[config.mk]
export PLATFORM = sky130hd
export DESIGN_NAME = mips_multicycle_ctrl
export DESIGN_NICKNAME = d
export VERILOG_FILES = /design/src/rtl/mips_multicycle_ctrl.sv
export SDC_FILE = /design/constraint.sdc
export NUM_CORES = 1
export LEC_CHECK = 0
export CELL_PAD_IN_SITES_DETAIL_PLACEMENT = 1
export CELL_PAD_IN_SITES_GLOBAL_PLACEMENT = 1
export CORE_UTILIZATION = 28
export CTS_CLUSTER_DIAMETER = 150
export DETAILED_ROUTE_END_ITERATION = 7
export PLACE_DENSITY_LB_ADDON = 0.1
export SYNTH_ARGS = -nofsm -noshare
export SYNTH_HDL_FRONTEND = slang
export SYNTH_SLANG_ARGS = --single-unit
export TNS_END_PERCENT = 1
[constraint.sdc]
create_clock -name clk -period 1.6 [get_ports clk]
set_input_delay 0.24 -clock clk [delete_from_list [all_inputs] [get_ports clk]]
set_output_delay 0.24 -clock clk [all_outputs]
set_load 0.05 [all_outputs]
[src/rtl/mips_multicycle_ctrl.sv]
// -----------------------------------------------------------------------------
// mips_multicycle_ctrl
//
// Main control FSM for the multi-cycle 16-bit MIPS datapath. It sequences
// FETCH -> DECODE -> EXEC -> (MEM) -> (WB), drives the ALU control code and
// datapath mux selects, and keeps a registered copy of the ALU flags. It also
// runs the memory request/ready handshake and abandons an access with a
// one-cycle timeout pulse if memory does not answer in time.
//
// Optional feature macro: ILLEGAL_TRAP_EN
//   defined   : illegal opcode/funct is caught in DECODE, illegal_op pulses and
//               the FSM returns straight to FETCH (instruction skipped).
//   undefined : illegal_op is tied 0 and illegal encodings run as a NOP EXEC.
//
// Parameters
//   PC_INC        constant the datapath selects on alu_src_b=01
//   MEM_WAIT_MAX  cycles to wait on mem_ready before timing out (1..255)
//
// Ports
//   clk, rst_n          clock (rising edge), asynchronous active-low reset
//   run                 permits a new fetch (looked at in FETCH only)
//   opcode, funct       instr[15:12], instr[2:0] from the instruction register
//   alu_zero/neg/carry  combinational ALU flags
//   mem_ready           memory completes the current access this cycle
//   alu_control         000 add, 001 sub, 010 and, 011 or
//   alu_src_a/b         ALU operand selects
//   pc_src, pc_write    PC source select and load
//   ir_write            instruction register load
//   mem_req/mem_we/iord memory request, write qualifier, address select
//   reg_write/reg_dst/mem_to_reg  register-file write controls
//   flags               registered {N,C,Z}
//   mem_timeout         one-cycle pulse when a handshake times out
//   illegal_op          illegal-instruction pulse (trap build only)
// -----------------------------------------------------------------------------
module mips_multicycle_ctrl #(
    parameter int unsigned PC_INC       = 2,
    parameter int unsigned MEM_WAIT_MAX = 15
) (
    input  logic       clk,
    input  logic       rst_n,
    input  logic       run,
    input  logic [3:0] opcode,
    input  logic [2:0] funct,
    input  logic       alu_zero,
    input  logic       alu_neg,
    input  logic       alu_carry,
    input  logic       mem_ready,
    output logic [2:0] alu_control,
    output logic       alu_src_a,
    output logic [1:0] alu_src_b,
    output logic [1:0] pc_src,
    output logic       pc_write,
    output logic       ir_write,
    output logic       mem_req,
    output logic       mem_we,
    output logic       iord,
    output logic       reg_write,
    output logic       reg_dst,
    output logic       mem_to_reg,
    output logic [2:0] flags,
    output logic       mem_timeout,
    output logic       illegal_op
);

    typedef enum logic [2:0] {
        StFetch,
        StDecode,
        StExec,
        StMem,
        StWb
    } state_e;

    localparam logic [3:0] OpRtype = 4'b0000;
    localparam logic [3:0] OpAddi  = 4'b0001;
    localparam logic [3:0] OpLw    = 4'b0010;
    localparam logic [3:0] OpSw    = 4'b0011;
    localparam logic [3:0] OpBeq   = 4'b0100;
    localparam logic [3:0] OpBlt   = 4'b0101;
    localparam logic [3:0] OpBcs   = 4'b0110;
    localparam logic [3:0] OpJ     = 4'b0111;

    localparam logic [2:0] AluAdd = 3'b000;
    localparam logic [2:0] AluSub = 3'b001;

    localparam logic [1:0] SrcBReg    = 2'b00;
    localparam logic [1:0] SrcBPcInc  = 2'b01;
    localparam logic [1:0] SrcBImm    = 2'b10;
    localparam logic [1:0] SrcBImmSh  = 2'b11;

    localparam logic [1:0] PcSrcAlu    = 2'b00;
    localparam logic [1:0] PcSrcAluOut = 2'b01;
    localparam logic [1:0] PcSrcJump   = 2'b10;

    localparam logic [7:0] WaitMax = 8'(MEM_WAIT_MAX);

    // Elaboration-time guard on the configuration range.
    if (PC_INC == 0 || MEM_WAIT_MAX < 1 || MEM_WAIT_MAX > 255) begin : g_param_check
        $error("mips_multicycle_ctrl: PC_INC must be nonzero, MEM_WAIT_MAX in 1..255");
    end

    state_e     state_q, state_d;
    logic [7:0] wait_cnt_q, wait_cnt_d;
    logic [2:0] flags_q, flags_d;
    logic       illegal;
    logic       timeout;
    logic       br_taken;

    // Reserved funct codes (1xx) of R-type and the whole upper opcode half.
    assign illegal = opcode[3] || ((opcode == OpRtype) && funct[2]);
    assign timeout = (wait_cnt_q == WaitMax);

    always_comb begin
        unique case (opcode)
            OpBeq:   br_taken = alu_zero;
            OpBlt:   br_taken = alu_neg;
            OpBcs:   br_taken = alu_carry;
            default: br_taken = 1'b0;
        endcase
    end

    always_ff @(posedge clk or negedge rst_n) begin
        if (!rst_n) begin
            state_q    <= StFetch;
            wait_cnt_q <= '0;
            flags_q    <= '0;
        end else begin
            state_q    <= state_d;
            wait_cnt_q <= wait_cnt_d;
            flags_q    <= flags_d;
        end
    end

    always_comb begin
        state_d     = state_q;
        // Counter clears unless a request is still waiting in this state.
        wait_cnt_d  = '0;
        flags_d     = flags_q;
        alu_control = AluAdd;
        alu_src_a   = 1'b0;
        alu_src_b   = SrcBReg;
        pc_src      = PcSrcAlu;
        pc_write    = 1'b0;
        ir_write    = 1'b0;
        mem_req     = 1'b0;
        mem_we      = 1'b0;
        iord        = 1'b0;
        reg_write   = 1'b0;
        reg_dst     = 1'b0;
        mem_to_reg  = 1'b0;
        mem_timeout = 1'b0;
        illegal_op  = 1'b0;

        unique case (state_q)
            StFetch: begin
                if (run) begin
                    if (timeout) begin
                        // Abandon the fetch; stay in FETCH with no IR/PC update.
                        mem_timeout = 1'b1;
                    end else begin
                        mem_req   = 1'b1;
                        alu_src_b = SrcBPcInc;
                        if (mem_ready) begin
                            ir_write = 1'b1;
                            pc_write = 1'b1;
                            state_d  = StDecode;
                        end else begin
                            wait_cnt_d = wait_cnt_q + 8'd1;
                        end
                    end
                end
            end

            StDecode: begin
                // Speculative branch target into ALUOut.
                alu_src_b = SrcBImmSh;
`ifdef ILLEGAL_TRAP_EN
                if (illegal) begin
                    illegal_op = 1'b1;
                    state_d    = StFetch;
                end else begin
                    state_d = StExec;
                end
`else
                state_d = StExec;
`endif
            end

            StExec: begin
                state_d = StFetch;
                if (!illegal) begin
                    case (opcode)
                        OpRtype: begin
                            alu_src_a   = 1'b1;
                            alu_control = funct;
                            flags_d     = {alu_neg, alu_carry, alu_zero};
                            state_d     = StWb;
                        end
                        OpAddi: begin
                            alu_src_a = 1'b1;
                            alu_src_b = SrcBImm;
                            flags_d   = {alu_neg, alu_carry, alu_zero};
                            state_d   = StWb;
                        end
                        OpLw, OpSw: begin
                            alu_src_a = 1'b1;
                            alu_src_b = SrcBImm;
                            state_d   = StMem;
                        end
                        OpBeq, OpBlt, OpBcs: begin
                            alu_src_a   = 1'b1;
                            alu_control = AluSub;
                            flags_d     = {alu_neg, alu_carry, alu_zero};
                            if (br_taken) begin
                                pc_write = 1'b1;
                                pc_src   = PcSrcAluOut;
                            end
                        end
                        OpJ: begin
                            pc_write = 1'b1;
                            pc_src   = PcSrcJump;
                        end
                        default: ;
                    endcase
                end
            end

            StMem: begin
                if (timeout) begin
                    // Drop the access; a load never reaches WB.
                    mem_timeout = 1'b1;
                    state_d     = StFetch;
                end else begin
                    mem_req = 1'b1;
                    iord    = 1'b1;
                    mem_we  = (opcode == OpSw);
                    if (mem_ready) begin
                        state_d = (opcode == OpSw) ? StFetch : StWb;
                    end else begin
                        wait_cnt_d = wait_cnt_q + 8'd1;
                    end
                end
            end

            StWb: begin
                reg_write  = 1'b1;
                reg_dst    = (opcode == OpRtype);
                mem_to_reg = (opcode == OpLw);
                state_d    = StFetch;
            end

            default: state_d = StFetch;
        endcase

        // Outputs follow rst_n asynchronously so a pending request drops at once.
        if (!rst_n) begin
            alu_control = AluAdd;
            alu_src_a   = 1'b0;
            alu_src_b   = SrcBReg;
            pc_src      = PcSrcAlu;
            pc_write    = 1'b0;
            ir_write    = 1'b0;
            mem_req     = 1'b0;
            mem_we      = 1'b0;
            iord        = 1'b0;
            reg_write   = 1'b0;
            reg_dst     = 1'b0;
            mem_to_reg  = 1'b0;
            mem_timeout = 1'b0;
            illegal_op  = 1'b0;
        end
    end

    assign flags = flags_q;

endmodule

### Word-level counts from Yosys, hierarchy flattened

Cells that the tools add are included.

| storage, ports and cells | value |
|---|---|
| flip-flop bits (word level) | 14 |
| latch bits | 0 |
| RAM bits | 0 |
| bits in read-only memories | 0 |
| memories | 0 |

| operators by class | value |
|---|---|
| $add $sub $neg | 1 |
| $mul | 0 |
| div/mod/pow operators | 0 |
| $lt $le $gt $ge | 0 |
| equality and inequality tests | 16 |
| shift-type cells | 0 |
| multiplexer cells | 62 |
| bitwise logic cells | 1 |
| reductions and logical operators | 12 |

Operator list:

| operator | number |
|---|---|
| $mux W1 | 32 |
| $mux W3 | 10 |
| $mux W8 | 3 |
| $eq A4 B3 Y1 const B | 4 |
| $pmux W8 S2 | 1 |
| $mux W2 | 6 |
| $pmux W3 S2 | 2 |
| $pmux W3 S4 | 1 |
| $add A8 B1 Y8 const B | 1 |
| $eq A4 B2 Y1 const B | 2 |
| $eq A8 B4 Y1 const B | 1 |
| $pmux W1 S2 | 4 |
| $reduce_or A7 Y1 | 1 |
| $eq A3 B2 Y1 const B | 2 |
| $ne A2 B2 Y1 const B | 3 |
| $pmux W2 S3 | 1 |
| $reduce_or A3 Y1 | 2 |
| $reduce_or A5 Y1 | 1 |
| $eq A4 B1 Y1 const B | 1 |
| $logic_not A4 Y1 | 1 |
| $pmux W2 S2 | 1 |
| $reduce_and A4 Y1 | 1 |
| $reduce_or A2 Y1 | 2 |
| $eq A3 B1 Y1 const B | 1 |
| other kinds (8) | 8 |

### Depth between registers and ports, before layout

Gate-level depths: netlist of the first run.

| logic depth | value |
|---|---|
| depth after elaboration | 7 |
| depth in mapped cells | 6 |
| depth with buffers taken out | 5 |

### Worst setup path before layout of the first run

OpenSTA, ideal clock, no wires.

| path | value |
|---|---|
| path type | register to output |
| from | register state_q[2] |
| to | output pc_src[0] |
| arrival | 2.081 ns |
| required time | 1.360 ns |
| slack | -0.721 ns |
| cell stages (with the launch flop) | 4 |
| path buffers | 0 |
| cell sequence | dfrtp_1 -> nor4b_4 -> nand3_1 -> nor3_1 |

| on the way | value |
|---|---|
| word-level cells in the longest chain between the ends | 3 |

RTL lines:

| element | line | RTL |
|---|---|---|
| start: declaration | 101 | `state_e state_q, state_d;` |
| start signal: assignment | 123 | `state_q <= StFetch;` |
| start signal: assignment | 127 | `state_q <= state_d;` |
| $eq A3 B2 Y1 | 153 | `unique case (state_q)` |
| $mux W2 | 153 |  |
| $mux W2 | 255 | `if (!rst_n) begin` |
| end: declaration | 51 | `output logic [1:0] pc_src,` |

Every way passes these cells.

### Worst setup path in the final report of the first run

| path | value |
|---|---|
| from | register wait_cnt_q[0] |
| to | output ir_write |

| on the way | value |
|---|---|
| word-level cells in the longest chain between the ends | 5 |

RTL lines:

| element | line | RTL |
|---|---|---|
| start: declaration | 102 | `logic [7:0] wait_cnt_q, wait_cnt_d;` |
| start signal: assignment | 128 | `wait_cnt_q <= wait_cnt_d;` |
| $eq A8 B4 Y1 | 110 | `assign timeout = (wait_cnt_q == WaitMax);` |
| $mux W1 | 156 | `if (timeout) begin` |
| $mux W1 | 155 | `if (run) begin` |
| $mux W1 | 153 |  |
| $mux W1 | 255 |  |
| end: declaration | 53 | `output logic ir_write,` |

Every way passes these cells.

==> results of run 1 <==
-- routing by layer --
metal / GRT usage, % / vias to the layer above / wire length [um]
met3: 3.25 / 2 / 94
met5: 0 / - / 0
met1: 27.5 / 553 / 1560
met4: 2.33 / 0 / 7
met2: 37.7 / 21 / 1860
li1: - / 535 / -
-- placed cells by master, fill, tap and decap left out, types with 2 or more instances in the layout --
master | Yosys | final
mux2_2 | 3 | 3
conb_1 | 1 | 2
nand2b_1 | 2 | 2
dfrtp_1 | 14 | 12
dfrtp_2 | 0 | 2
clkbuf_4 | 0 | 3
dlygate4sd2_1 | 0 | 2
xor2_1 | 2 | 2
a21oi_2 | 1 | 5
nand2_2 | 0 | 2
buf_12 | 0 | 16
nor2_1 | 23 | 16
inv_1 | 5 | 5
buf_4 | 2 | 48
nand3_1 | 9 | 7
nor2_2 | 0 | 6
o21ai_0 | 3 | 2
nand4_1 | 2 | 2
a21oi_1 | 6 | 2
nand2_1 | 8 | 5
xnor2_1 | 4 | 4
clkdlybuf4s50_1 | 0 | 11
-- timing repair --
item | in CTS | in global routing
setup buffers | 5 | 1
pin swaps | 11 | 2
endpoints found under the setup margin | 19 | 19
gates resized for setup | 6 | 10
-- where the power goes --
part	switching, uW	internal, uW	total [uW]
registers	63.3	423	486
clock network	110	86.9	197
logic	544	454	998
total	718	963	1680
-- registers in the layout, summed over array words and instances, names as in the netlist --
signal,flops
wait_cnt_q,8
flags,3
state_q,3
-- cells in the mapped netlist --
master,number
mux2i_1,1
nor2b_1,1
nand3b_4,1
ha_1,1
xnor2_1,4
nand3_1,9
and3_1,2
buf_2,3
or2b_1,1
a2111oi_2,1
o21ai_0,3
nand4_1,2
a22oi_1,1
a21oi_1,6
buf_4,2
a21oi_2,1
nand2_1,8
a31oi_1,2
inv_1,5
nor4_4,1
nor3_1,2
dfrtp_1,14
o21ai_2,1
and2_1,1
mux2_2,3
xor2_1,2
nor4b_4,1
a32oi_1,1
o22ai_1,2
or3b_1,1
nand2b_1,2
nor2_1,23
conb_1,1
and4_1,1
o21ba_2,1
-- path summary, 6_finish.rpt --
kind | from | end | slack [ns] | depth (start not counted)
max reg2reg | wait_cnt_q[7] | state_q[2] | 0.04 | 6
max | wait_cnt_q[0] | ir_write | -0.35 | 7
max in group asynchronous | rst_n | wait_cnt_q[1] | 1.22 | 2
min | rst_n | state_q[2] | 0.16 | 2
min in group clk | flags[0] | flags[0] | 0.51 | 1
min reg2reg | flags[0] | flags[0] | 0.51 | 1
-- metrics by stage --
stage | hold WS [ns] | total power [uW]
CTS | 0.136 | 1660
global placement | 0.494 | 1400
floorplan | -0.0556 | 987
global route | 0.159 | 1760
detailed placement | 0.497 | 1420
finish | 0.160 | 1680
-- cells by family after synthesis --
kind of cell	synth area share (%)
AO/OA/AOI/OAI	13.5
XOR/XNOR	5.52
adder cells (fa/ha/maj)	1.31
buffers and inverters	5.12
flip-flops	36.8
multiplexers	4.60
other	0.394
AND/OR/NAND/NOR	32.7
-- layout make-up --
class,count,share of cell area (%)
timing repair buffer,77,41.2
tap,44,2.80
multi-input combinational,88,35.9
inverter,5,0.956
sequential,14,18.0
clock buffer,3,1.15
==> summary.md, run 1 <==
| Metric | Value |
|---|---|
| Run status | `finished with violations` |
| Failing checks | `negative setup slack` |
| Post-Syn Instances | `111` |
| Io pins | `35` |
| Die Ht | `60.3 um` |
| Initial antenna violation count | `0` |
| Total Wirelength | `3520 um` |
| Final hold violation count | `0` |
| Avg Inst Size Synth | `8.58 um^2` |
| RSZ-0062 raised after global routing | `yes` |
| Initial DRC count | `19` |
| Total track usage | `21.1%` |
| Setup crit start kind | `flop` |
| Delay-heaviest family, CP | `simple AND/OR/NAND/NOR gates` |
| FF+latch count, synth | `14` |
| Buffers on Ports | `32` |
| First-pass GRT wire length | `5670 um` |
| Slew Limit Fails | `0` |
| Layout Utilization | `62.8%` |
| Die ar. | `3640 um^2` |
| Power Density | `856 nW/um^2` |
| Design area | `1960 um^2` |
| Synthesis Warnings | `0` |
| Detail Route Antenna Nets | `0` |
| # DRC | `0` |
| Core area | `3130 um^2` |
| Number of global-route vias before repair | `1227` |
| CTS Hold Bufs | `0` |
| Area delta synth->final | `106%` |
| Minimum clock period | `1.95 ns` |
| Clock-pin slew on the worst setup and hold paths | `0.09 ns` |
| Die width | `60.3 um` |
| Total Nets Final | `204` |
| CTS tree | `yes` |
| Tcrit/Tclk final | `122%` |
| Setup TNS | `-4.24 ns` |
| Critical path arrival | `1.71 ns` |
| Via count | `1111` |
| Fin Clk Skew | `0.00925 ns` |
| Wire per inst | `15.2 um` |
| Sequential cell area | `353 um^2` |
| DP Worst Slack | `-0.351 ns` |
| Cell count after placement | `222` |
| Largest net degree at the start of global routing | `13` |
| Req. time, crit path | `1.36 ns` |
| Area occupied by multi-input gates | `706 um^2` |
| Ratio of cells with drive above 1 in the final layout | `55.6%` |
| CTS max path bufs | `2` |
| Max-Cap Viols | `0` |
| Ant diodes | `0` |
| CP peak stage delay | `0.40 ns` |
| Placed instance area | `1840 um^2` |
| Largest cells by area after synthesis | `dfrtp_1 (37%), nor2_1 (9.1%), nand3_1 (4.7%), xnor2_1 (3.7%), mux2_2 (3.5%)` |
| Fin cells | `231` |
| Root Buffer | `clkbuf_4` |
| Placement row count | `20` |
| Drt via density | `4.81` |
| DP HPWL | `2910 um` |
| Max VDD drop | `0.000578 V` |
| Fillers | `352` |
| Clock sink total | `14` |
| Critical path type | `flop to output pin` |
| Worst hold path type | `input port to async pin` |
| Global route overflow | `0` |
| Gpl congestion | `0.823` |
| Effective utilization at floorplan | `30.4%` |
| Pleak | `0.000856 uW` |
| TritonRoute pass-1 iters | `4` |
| CTS Buf Count | `3` |
| Setup violations, final | `16` |
| Critical-path cell list | `ha_2, and3_4, nand2_4, nand4_1, buf_4, nor2_4, buf_12` |
| Yosys top cell by area | `dfrtp_1` |
| Mapped cell area | `952 um^2` |
| Yosys top cell area share | `36.8%` |
| Netlist cell types | `35` |
| Slack of the critical path | `-0.351 ns` |
| H-tree levels | `1` |
| FMAX | `512 MHz` |
| CP max-delay cell | `dfrtp_1` |
| Crit. End Element | `output pin` |
| Buf/Inv on CP | `2` |
| Worst-skew pair later-pin latency | `0.27 ns` |
| CP Max Fanout | `2` |
| Seq/Total Area, Yosys | `36.8%` |
Note: power is estimated with default switching activity, not from simulation.
==> run 2, diff against run 1 <==
Settings changed: ABC_AREA set to 1.
==> run 2 against run 1 <==
  * The run still ends with negative setup slack left
  * Hold slack improved by 0.32 ns
  * Synthesized cell count increased by 26%
  * Flip-flop and latch count unchanged
  * Critical endpoint is now mem_timeout
==> summary.md, run 2 <==
| Metric | Value |
|---|---|
| H-tree levels | `1` |
| Power Density | `1020 nW/um^2` |
| CTS max path bufs | `2` |
| Area delta synth->final | `117%` |
| Final hold violation count | `0` |
| Core area | `3390 um^2` |
| Io pins | `35` |
| Global route overflow | `0` |
| Yosys top cell by area | `dfrtp_1` |
| Via count | `1272` |
| Minimum clock period | `1.86 ns` |
| Max-Cap Viols | `0` |
| CP Max Fanout | `2` |
| Post-Syn Instances | `140` |
| Number of flip-flops in the largest register | `8` |
| Delay-heaviest family, CP | `buffers and inverters` |
| Effective utilization at floorplan | `29.5%` |
| Fillers | `380` |
| Synthesis Warnings | `0` |
| Run status | `finished with violations` |
| Flop pwr share | `22.5%` |
| Wire per inst | `14.7 um` |
| Top-count cell post-synth | `nand2_1` |
| Die Ht | `61.8 um` |
| Total Nets Final | `240` |
| NetSw | `1020 uW` |
| CP peak stage delay | `0.37 ns` |
| # DRC | `0` |
| Critical path arrival | `1.62 ns` |
| Commonest non-fill, non-tap cell in the layout | `buf_4` |
| Sw Ratio | `46.4%` |
| DP HPWL | `2980 um` |
| Gpl congestion | `0.767` |
| FMAX | `537 MHz` |
| Cell count after placement | `254` |
| Seq/Total Area, Yosys | `35.0%` |
| Final hold slack | `0.485 ns` |
| Crit. End Element | `output pin` |
| Biggest register | `wait_cnt_q` |
| Placed instance area | `1900 um^2` |
| Setup violations, final | `16` |
| Mapped cell area | `1000 um^2` |
| Logic pwr share | `65.9%` |
| Placement row count | `21` |
| Clk network pwr share | `11.6%` |
| Number of global-route vias before repair | `1340` |
| TritonRoute pass-1 iters | `4` |
| P_int | `1180 uW` |
| Die width | `61.8 um` |
| Root Buffer | `clkbuf_4` |
| Req. time, crit path | `1.36 ns` |
| Buffers on Ports | `32` |
| Commonest non-fill, non-tap cells in the layout | `buf_4 (48), nand2_1 (23), buf_12 (17), inv_1 (15), nand3_1 (15)` |
| Yosys top cell area share | `35.0%` |
| DP Worst Slack | `-0.407 ns` |
| Reg-to-reg slack, setup | `0.03 ns` |
| Critical-path cell list | `inv_2, buf_6, nor3_4, buf_4, inv_2, nand2_2, nand2_2, nor2_4, buf_12` |
| Max VDD drop | `0.000618 V` |
| Tcrit/Tclk final | `116%` |
| Failing checks | `negative setup slack` |
| RSZ-0062 raised after global routing | `yes` |
| Clock-pin slew on the worst setup and hold paths | `0.08 ns` |
| Die ar. | `3820 um^2` |
| Fin Clk Skew | `0.00106 ns` |
| Initial DRC count | `14` |
| CP max-delay cell | `dfrtp_1` |
| Total Wirelength | `3960 um` |
| Worst hold path type | `input port to async pin` |
| Initial antenna violation count | `0` |
| Largest cells by area after synthesis | `dfrtp_1 (35%), nand2_1 (11%), nand3_1 (10%), nor2_1 (7.5%), inv_1 (7.1%)` |
| Total track usage | `21.3%` |
| Ant diodes | `0` |
| Detail Route Antenna Nets | `0` |
| Main synth FF type | `dfrtp_1` |
| Ratio of cells with drive above 1 in the final layout | `52.7%` |
| Ys async rst share | `100%` |
| Pleak | `0.000987 uW` |
| Slew Limit Fails | `0` |
| Drt via density | `4.71` |
| Setup crit start kind | `flop` |
| Buf/Inv on CP | `5` |
| FF+latch count, synth | `14` |
| Slack of the critical path | `-0.264 ns` |
| Clock sink total | `14` |
| Commonest cells post-synth | `nand2_1 (29), nand3_1 (20), nor2_1 (20)` |
| Post-synth EDFFs | `0` |
| CTS Buf Count | `3` |
| Fin cells | `270` |
| Worst-skew pair later-pin latency | `0.28 ns` |
| Avg Inst Size Synth | `7.15 um^2` |
| Netlist cell types | `26` |
| First-pass GRT wire length | `5840 um` |
| CTS tree | `yes` |
| Largest net degree at the start of global routing | `13` |
| Critical path type | `flop to output pin` |
| Design area | `2170 um^2` |
run 2: changes by cell type after synthesis, moves of 3 or more:
cell / before / now
xnor2_1: 4 / 1
inv_1: 5 / 19
nor2_1: 23 / 20
nand3_1: 9 / 20
mux2_2: 3 / 0
buf_2: 3 / 0
o21ai_0: 3 / 0
nand2_1: 8 / 29
run 2: power by group through the flow:
stage	sequential (uW)	combinational, uW	clock (uW)
floorplan	618	565	0
global placement	486	1160	0
detailed placement	489	1200	0
CTS	489	1340	264
global route	512	1550	283
finish	496	1450	256
run 2: layout make-up:
| type | instances | area [um^2] | area share [%] |
|---|---|---|---|
| Tap cell | 46 | 57.6 | 2.66 |
| Clock buffer | 4 | 36.3 | 1.67 |
| Inverter | 21 | 81.3 | 3.75 |
| Sequential cell | 14 | 352 | 16.2 |
| Timing Repair Buffer | 81 | 862 | 39.8 |
| Multi-Input combinational cell | 104 | 778 | 35.9 |
run 2: path summary, 6_finish.rpt:
check	cells after the start	endpoint	from
max	9	mem_timeout	state_q[0]
min	2	wait_cnt_q[5]	rst_n
max reg2reg	11	state_q[2]	wait_cnt_q[1]
min reg2reg	2	flags[1]	flags[1]
max in group asynchronous	2	state_q[1]	rst_n
min in group clk	2	flags[1]	flags[1]
run 2: cells by family (layout without fill, tap and decap cells):
family,count (synthesis),after routing,synth area share [%]
buffers and inverters,23,106,9.38
other,1,2,0.375
AO/OA/AOI/OAI,9,9,5.25
XOR/XNOR,5,5,4.37
adder cells (fa/ha/maj),1,1,1.25
flip-flops,14,14,35.0
AND/OR/NAND/NOR,87,87,44.4
run 2: routing by layer:
layer / GRT usage, % / routed length (um) / part of all wire (%) / up-vias
li1: - / - / - / 615
met1: 23.1 / 1540 / 39 / 626
met2: 40.9 / 2260 / 57 / 27
met3: 5.38 / 129 / 3.3 / 4
met4: 5.40 / 36 / 0.91 / 0
met5: 0 / 0 / 0 / -
run 2: worst register-to-register path, stage by stage (launching register included):
cell,delay (ns)
dfrtp_1,0.40
ha_4,0.16
nand3_4,0.09
inv_4,0.08
nand3_4,0.13
buf_4,0.18
buf_4,0.12
buf_4,0.12
nand3_1,0.06
nand2_1,0.05
inv_1,0.05
nor2_1,0.04
run 2: per-stage QoR:
stage / setup TNS [ns] / total power [uW] / utilization (%)
final: -3.04 / 2210 / 63.9
after detailed placement: -3.97 / 1690 / 55.9
after global routing: -4.46 / 2350 / 63.9
after floorplan: -1.05 / 1180 / -
after global placement: -2.71 / 1650 / 55.9
after CTS: -3.20 / 2090 / 60.2
run 2: what timing repair did:
item / CTS / global route
buffers inserted: 4 / 8
endpoints found under the setup margin: 16 / 16
gates resized for setup: 23 / 13
hold buffers: 0 / 0
pin swaps: 5 / 10
